**src/rtl/serial_word_capture_if.sv**
```systemverilog
// Serial-in / parallel-out bundle for serial_word_capture.
// The master side drives the serial bits and acknowledge. The slave side returns the captured word.
interface serial_word_capture_if #(
    parameter int unsigned WIDTH = 32
);
    localparam int unsigned CW = $clog2(WIDTH);

    logic             x;
    logic             d;
    logic             ack;
    logic [WIDTH-1:0] q;
    logic             w;
    logic             z;
    logic [CW-1:0]    count;

    modport master (
        output x,
        output d,
        output ack,
        input  q,
        input  w,
        input  z,
        input  count
    );

    modport slave (
        input  x,
        input  d,
        input  ack,
        output q,
        output w,
        output z,
        output count
    );
endinterface

```
**src/rtl/serial_word_capture.sv**
```systemverilog
// Assembles an LSB-first serial stream into WIDTH-bit words.
// Each completed word is held on q under a valid/ack handshake with a sticky overrun flag.
module serial_word_capture #(
    parameter int unsigned WIDTH = 32
) (
    input logic                  clock,
    input logic                  clear,
    serial_word_capture_if.slave bus
);
    localparam int unsigned CW = $clog2(WIDTH);

    logic [WIDTH-1:0] r_acc_q, r_acc_d;
    logic [CW-1:0]    r_idx_q, r_idx_d;
    logic [WIDTH-1:0] r_q_q, r_q_d;
    logic             r_w_q, r_w_d;
    logic             r_z_q, r_z_d;
    logic             w_last;

    assign w_last = bus.x && (r_idx_q == CW'(WIDTH - 1));

    always_ff @(posedge clock) begin
        if (clear) begin
            r_acc_q <= '0;
            r_idx_q <= '0;
            r_q_q   <= '0;
            r_w_q   <= 1'b0;
            r_z_q   <= 1'b0;
        end else begin
            r_acc_q <= r_acc_d;
            r_idx_q <= r_idx_d;
            r_q_q   <= r_q_d;
            r_w_q   <= r_w_d;
            r_z_q   <= r_z_d;
        end
    end

    always_comb begin
        r_acc_d = r_acc_q;
        r_idx_d = r_idx_q;
        r_q_d   = r_q_q;
        r_w_d   = r_w_q;
        r_z_d   = r_z_q;
        if (w_last) begin
            r_q_d   = {bus.d, r_acc_q[WIDTH-2:0]};
            r_acc_d = '0;
            r_idx_d = '0;
            r_w_d   = 1'b1;
            // A still-valid, unacknowledged word is being overwritten.
            if (r_w_q && !bus.ack) begin
                r_z_d = 1'b1;
            end
        end else begin
            if (bus.x) begin
                r_acc_d[r_idx_q] = bus.d;
                r_idx_d          = r_idx_q + CW'(1);
            end
            if (r_w_q && bus.ack) begin
                r_w_d = 1'b0;
            end
        end
    end

    assign bus.q     = r_q_q;
    assign bus.w     = r_w_q;
    assign bus.z     = r_z_q;
    assign bus.count = r_idx_q;
endmodule

```
**src/flat_wrapper.sv**
```systemverilog
// flat-port wrapper written by rule: the top's interface ports become plain ports
module serial_word_capture_flat 
#(
    parameter int unsigned WIDTH = 32
)
  (clock, clear, bus_x, bus_d, bus_ack, bus_q, bus_w, bus_z, bus_count);
  serial_word_capture_if #(.WIDTH(WIDTH)) bus_i ();
  input logic clock;
  input logic clear;
  input wire logic [$bits(bus_i.x)-1:0] bus_x;
  input wire logic [$bits(bus_i.d)-1:0] bus_d;
  input wire logic [$bits(bus_i.ack)-1:0] bus_ack;
  output wire logic [$bits(bus_i.q)-1:0] bus_q;
  output wire logic [$bits(bus_i.w)-1:0] bus_w;
  output wire logic [$bits(bus_i.z)-1:0] bus_z;
  output wire logic [$bits(bus_i.count)-1:0] bus_count;
  assign bus_i.x = bus_x;
  assign bus_i.d = bus_d;
  assign bus_i.ack = bus_ack;
  assign bus_q = bus_i.q;
  assign bus_w = bus_i.w;
  assign bus_z = bus_i.z;
  assign bus_count = bus_i.count;
  serial_word_capture #(.WIDTH(WIDTH)) u_core (.clock(clock), .clear(clear), .bus(bus_i));
endmodule
```
**config.mk**
```make
export PLATFORM = sky130hd
export DESIGN_NAME = serial_word_capture_flat
export DESIGN_NICKNAME = d
export VERILOG_FILES = /design/src/rtl/serial_word_capture_if.sv /design/src/rtl/serial_word_capture.sv /design/src/flat_wrapper.sv
export SDC_FILE = /design/constraint.sdc
export NUM_CORES = 1
export LEC_CHECK = 0
export ABC_AREA = 1
export CAP_MARGIN = 20
export CORE_UTILIZATION = 34
export DETAILED_ROUTE_END_ITERATION = 8
export PLACE_DENSITY = 0.56
export SYNTH_ARGS = -nofsm -noshare
export SYNTH_HDL_FRONTEND = slang
export SYNTH_SLANG_ARGS = --single-unit
```
**constraint.sdc**
```tcl
create_clock -name clock -period 2.1 [get_ports clock]
set_input_delay 0.42 -clock clock [delete_from_list [all_inputs] [get_ports clock]]
set_output_delay 0.42 -clock clock [all_outputs]
set_load 0.02 [all_outputs]
```
==> out/summary.txt <==
Outcome: complete, no violations
Setup tns final: 0 ns
Top fanout value on the critical path: 9
Fill count: 884
Fraction of final layout cells with drive strength greater than 1: 7.85%
Clock tree skew after final layout: 0.00484 ns
Buffers plus inverters on the worst setup path: 1
Internal reg-to-reg setup slack: 0.21 ns
CTS tree: built
Worst rel slew slack: 66.2%
CTS hold repair buffers: 0
Area share of the leading cell type in the synthesized netlist: 48.9%
DRT Pass-1 Iters: 7
Slew Limit Fails: 0
Antenna diodes: 0
Buffer cell driving the clock tree root: sky130_fd_sc_hd__clkbuf_8
Total leakage power: 1.33 nW
Cell types with the largest area share after synthesis: sky130_fd_sc_hd__dfxtp_1, sky130_fd_sc_hd__nand2_1, sky130_fd_sc_hd__nor2_1, sky130_fd_sc_hd__a21oi_1, sky130_fd_sc_hd__nand3_1
Die Outline Area: 8790 sq um
CP max stage delay: 0.68 ns
Worst hold endpoint: u_core.bus.q[13]
Highest ir drop seen on vdd: 0.314 mV
Hold path depth: 2
Antenna violations before repair: 0
Final-stage net count: 438
Power per Cell Area: 743 nW/um^2
Final worst slack: 0.139 ns
Final count of negative-setup-slack endpoints: 0
Level count of the clock H-tree: 3
Number of warnings issued by yosys: 0
Cell count after synthesis: 386
Total non-filler cell area in the finished layout: 3570 sq um
Worst Path Class, Setup: flip-flop to primary output
HP Class: flip-flop to flip-flop
Synthesized net count: 396
Critical path's slowest cell: sky130_fd_sc_hd__clkdlybuf4s50_1
Vias in the first global route: 2322
DR vias: 2451
Ordered list of cells on the worst path: clkdlybuf4s50_1
#FFs+latches synth: 70
Sum of overflow across all layers after global routing: 0
Capturing point of the worst reg2reg path: u_core.bus.count[4]
Total placed instance area: 3350 sq um
Port Buffer Count: 43
DRT antenna net count: 0
Area of combinational cells with multiple inputs: 1260 sq um
Final hold viol count: 0
Count of max-cap constraint violations: 0
Time the worst path needs with I/O delays and setup: 1.96 ns
Area Growth Syn to Fin: 24.8%
Die boundary height: 93.8 um
Routed wire length per instance: 11.8 um
Std-Cell Rows: 33
Overall power: 2.66 mW
Longest Clk Path Bufs: 2
Startpoint of the most critical register-to-register path: u_core.bus.count[0]
Routed WL: 6360 um
Worst-case setup slack after placement: 0.0318 ns
Cell area after technology mapping: 2860 sq um
Starting utilization of the core area: 35.0%
Fraction of met2 tracks used by global routing: 25.6%
Kind of end point of the critical path: primary output
Yosys top cell by area: sky130_fd_sc_hd__dfxtp_1
Sink count of the clock tree: 70
DR DRC count: 0
Final Core Density: 43.7%
Final standard cell count with taps included and fillers excluded: 538
Most congested layer reported by global routing: met2
I/O pin total: 44
Mean cell area of the mapped netlist: 7.42 sq um
Gate family responsible for the most delay along the worst path: buffers and inverters
Arrival time reported for the critical path endpoint: 1.54 ns
X dimension of the die: 93.8 um
Clock-pin slew on the worst setup and hold paths: 0.07 ns
Count of cells resized by post-cts repair: 0
Largest net degree at the start of global routing: 41
Violation count after the first detailed-route iteration: 113
FF+latch area: 1400 sq um
Met3 global-route usage: 3.24%
Clock network latency to the later pin of the worst-skew pair: 0.34 ns
Overall routing resource usage: 15.8%
Slew at the pin closest to its max-slew limit: 0.505 ns
Inserted Clock Buffers: 9
Length in cells of the worst reg-to-reg path: 9
DPL Wire Length: 4180 um
GR met1 Demand/Resource: 20.5%
CP required: 1.68 ns
Wire length of the first global-routing pass: 10800 um
Worst hold slack across all endpoints: 0.461 ns
Setup repair after global routing missed its margin: no
Ratio of final minimum period to clock period: 93.4%
Count of unique library cells instantiated by Yosys: 22
Maximum clock rate: 510 MHz
Share of the yosys chip area belonging to registers: 48.9%
Placer congestion estimate: 0.822
Critical Path Start Type: flip-flop
Detailed-route vias per instance: 4.56
Core Footprint: 8180 sq um
Inst Count DP: 522
Hold Path Origin: u_core.r_acc_q[13]
Buffers inserted by post-CTS timing repair: 0
worst max path at each step:
| stage | slack [ns] | startpoint | to | cells past startpoint |
|---|---|---|---|---|
| final | 0.14 | u_core.bus.count[4] | bus_count[4] | 1 |
| after global routing | 0.05 | u_core.bus.count[1] | u_core.bus.count[1] | 9 |
| after CTS | 0.12 | u_core.bus.count[3] | bus_count[3] | 1 |
| after detailed placement | 0.03 | bus_x | u_core.r_acc_q[1] | 7 |
| after global placement | 0.05 | bus_x | u_core.r_acc_q[5] | 7 |
| after floorplan | 0.44 | u_core.bus.count[1] | u_core.bus.q[4] | 9 |
cells in the final DEF, fill, tap and decap left out:
| master | instances |
|---|---|
| sky130_fd_sc_hd__inv_6 | 2 |
| sky130_fd_sc_hd__nor2_2 | 2 |
| sky130_fd_sc_hd__a31oi_1 | 1 |
| sky130_fd_sc_hd__nor2_8 | 1 |
| sky130_fd_sc_hd__clkinv_2 | 1 |
| sky130_fd_sc_hd__nand2_1 | 118 |
| sky130_fd_sc_hd__a211oi_1 | 5 |
| sky130_fd_sc_hd__bufinv_16 | 2 |
| sky130_fd_sc_hd__nand2_2 | 2 |
| sky130_fd_sc_hd__buf_4 | 4 |
| sky130_fd_sc_hd__nand2_8 | 1 |
| sky130_fd_sc_hd__a211oi_2 | 2 |
| sky130_fd_sc_hd__nand4_1 | 1 |
| sky130_fd_sc_hd__buf_12 | 1 |
| sky130_fd_sc_hd__inv_1 | 16 |
| sky130_fd_sc_hd__nor2_1 | 78 |
| sky130_fd_sc_hd__clkbuf_8 | 9 |
| sky130_fd_sc_hd__nand3_1 | 21 |
| sky130_fd_sc_hd__dfxtp_1 | 70 |
| sky130_fd_sc_hd__clkinvlp_4 | 2 |
| sky130_fd_sc_hd__ha_1 | 5 |
| sky130_fd_sc_hd__a21oi_1 | 41 |
| sky130_fd_sc_hd__clkdlybuf4s50_1 | 43 |
| sky130_fd_sc_hd__clkinv_4 | 1 |
| sky130_fd_sc_hd__inv_2 | 3 |
| sky130_fd_sc_hd__nor2_4 | 1 |
power breakdown:
group,total (mW),switching (mW),internal [mW]
clock network,1.20,0.525,0.672
registers,1.34,0.00708,1.33
logic,0.118,0.0829,0.0354
total,2.66,0.615,2.04
sequential cells by signal (all words and copies together), names as in the netlist:
signal / flops
u_core.bus.q: 32
u_core.bus.z: 1
u_core.bus.count: 5
u_core.bus.w: 1
u_core.r_acc_q: 31
cells in the mapped netlist:
| cell | number |
|---|---|
| sky130_fd_sc_hd__buf_2 | 5 |
| sky130_fd_sc_hd__nand3_1 | 21 |
| sky130_fd_sc_hd__ha_1 | 5 |
| sky130_fd_sc_hd__nor2_4 | 1 |
| sky130_fd_sc_hd__a211oi_1 | 5 |
| sky130_fd_sc_hd__inv_2 | 3 |
| sky130_fd_sc_hd__nor2_2 | 2 |
| sky130_fd_sc_hd__a211oi_2 | 2 |
| sky130_fd_sc_hd__nor2_8 | 1 |
| sky130_fd_sc_hd__nand2_1 | 118 |
| sky130_fd_sc_hd__clkbuf_1 | 3 |
| sky130_fd_sc_hd__inv_6 | 1 |
| sky130_fd_sc_hd__nand2_2 | 2 |
| sky130_fd_sc_hd__nand4_1 | 1 |
| sky130_fd_sc_hd__a21oi_1 | 41 |
| sky130_fd_sc_hd__nor2_1 | 78 |
| sky130_fd_sc_hd__inv_1 | 16 |
| sky130_fd_sc_hd__dfxtp_1 | 70 |
| sky130_fd_sc_hd__nand2_8 | 1 |
| sky130_fd_sc_hd__buf_6 | 5 |
| sky130_fd_sc_hd__a31oi_1 | 1 |
| sky130_fd_sc_hd__buf_4 | 4 |
area by class of cell:
cell class,count,area share [%]
multi-input cells,279,35.2
clock inverters,7,2.73
clock buffers,9,3.47
well taps,105,3.68
inverters,20,2.24
flip-flops and latches,70,39.2
repair buffers,48,13.4
logic make-up after synthesis:
family          count (synthesis)  share of synthesized area [%]
compound gates                 49                           9.57
simple gates                  225                           32.2
flops                          70                           48.9
buf+inv                        37                           7.08
fa+ha+maj                       5                           2.18
per-layer routing:
| metal | vias up | wire length (um) |
|---|---|---|
| met5 | - | 0 |
| met4 | 0 | 30 |
| met3 | 3 | 146 |
| met2 | 33 | 2970 |
| met1 | 1114 | 3210 |
| li1 | 1301 | - |
(Power assumes the default switching activity.)
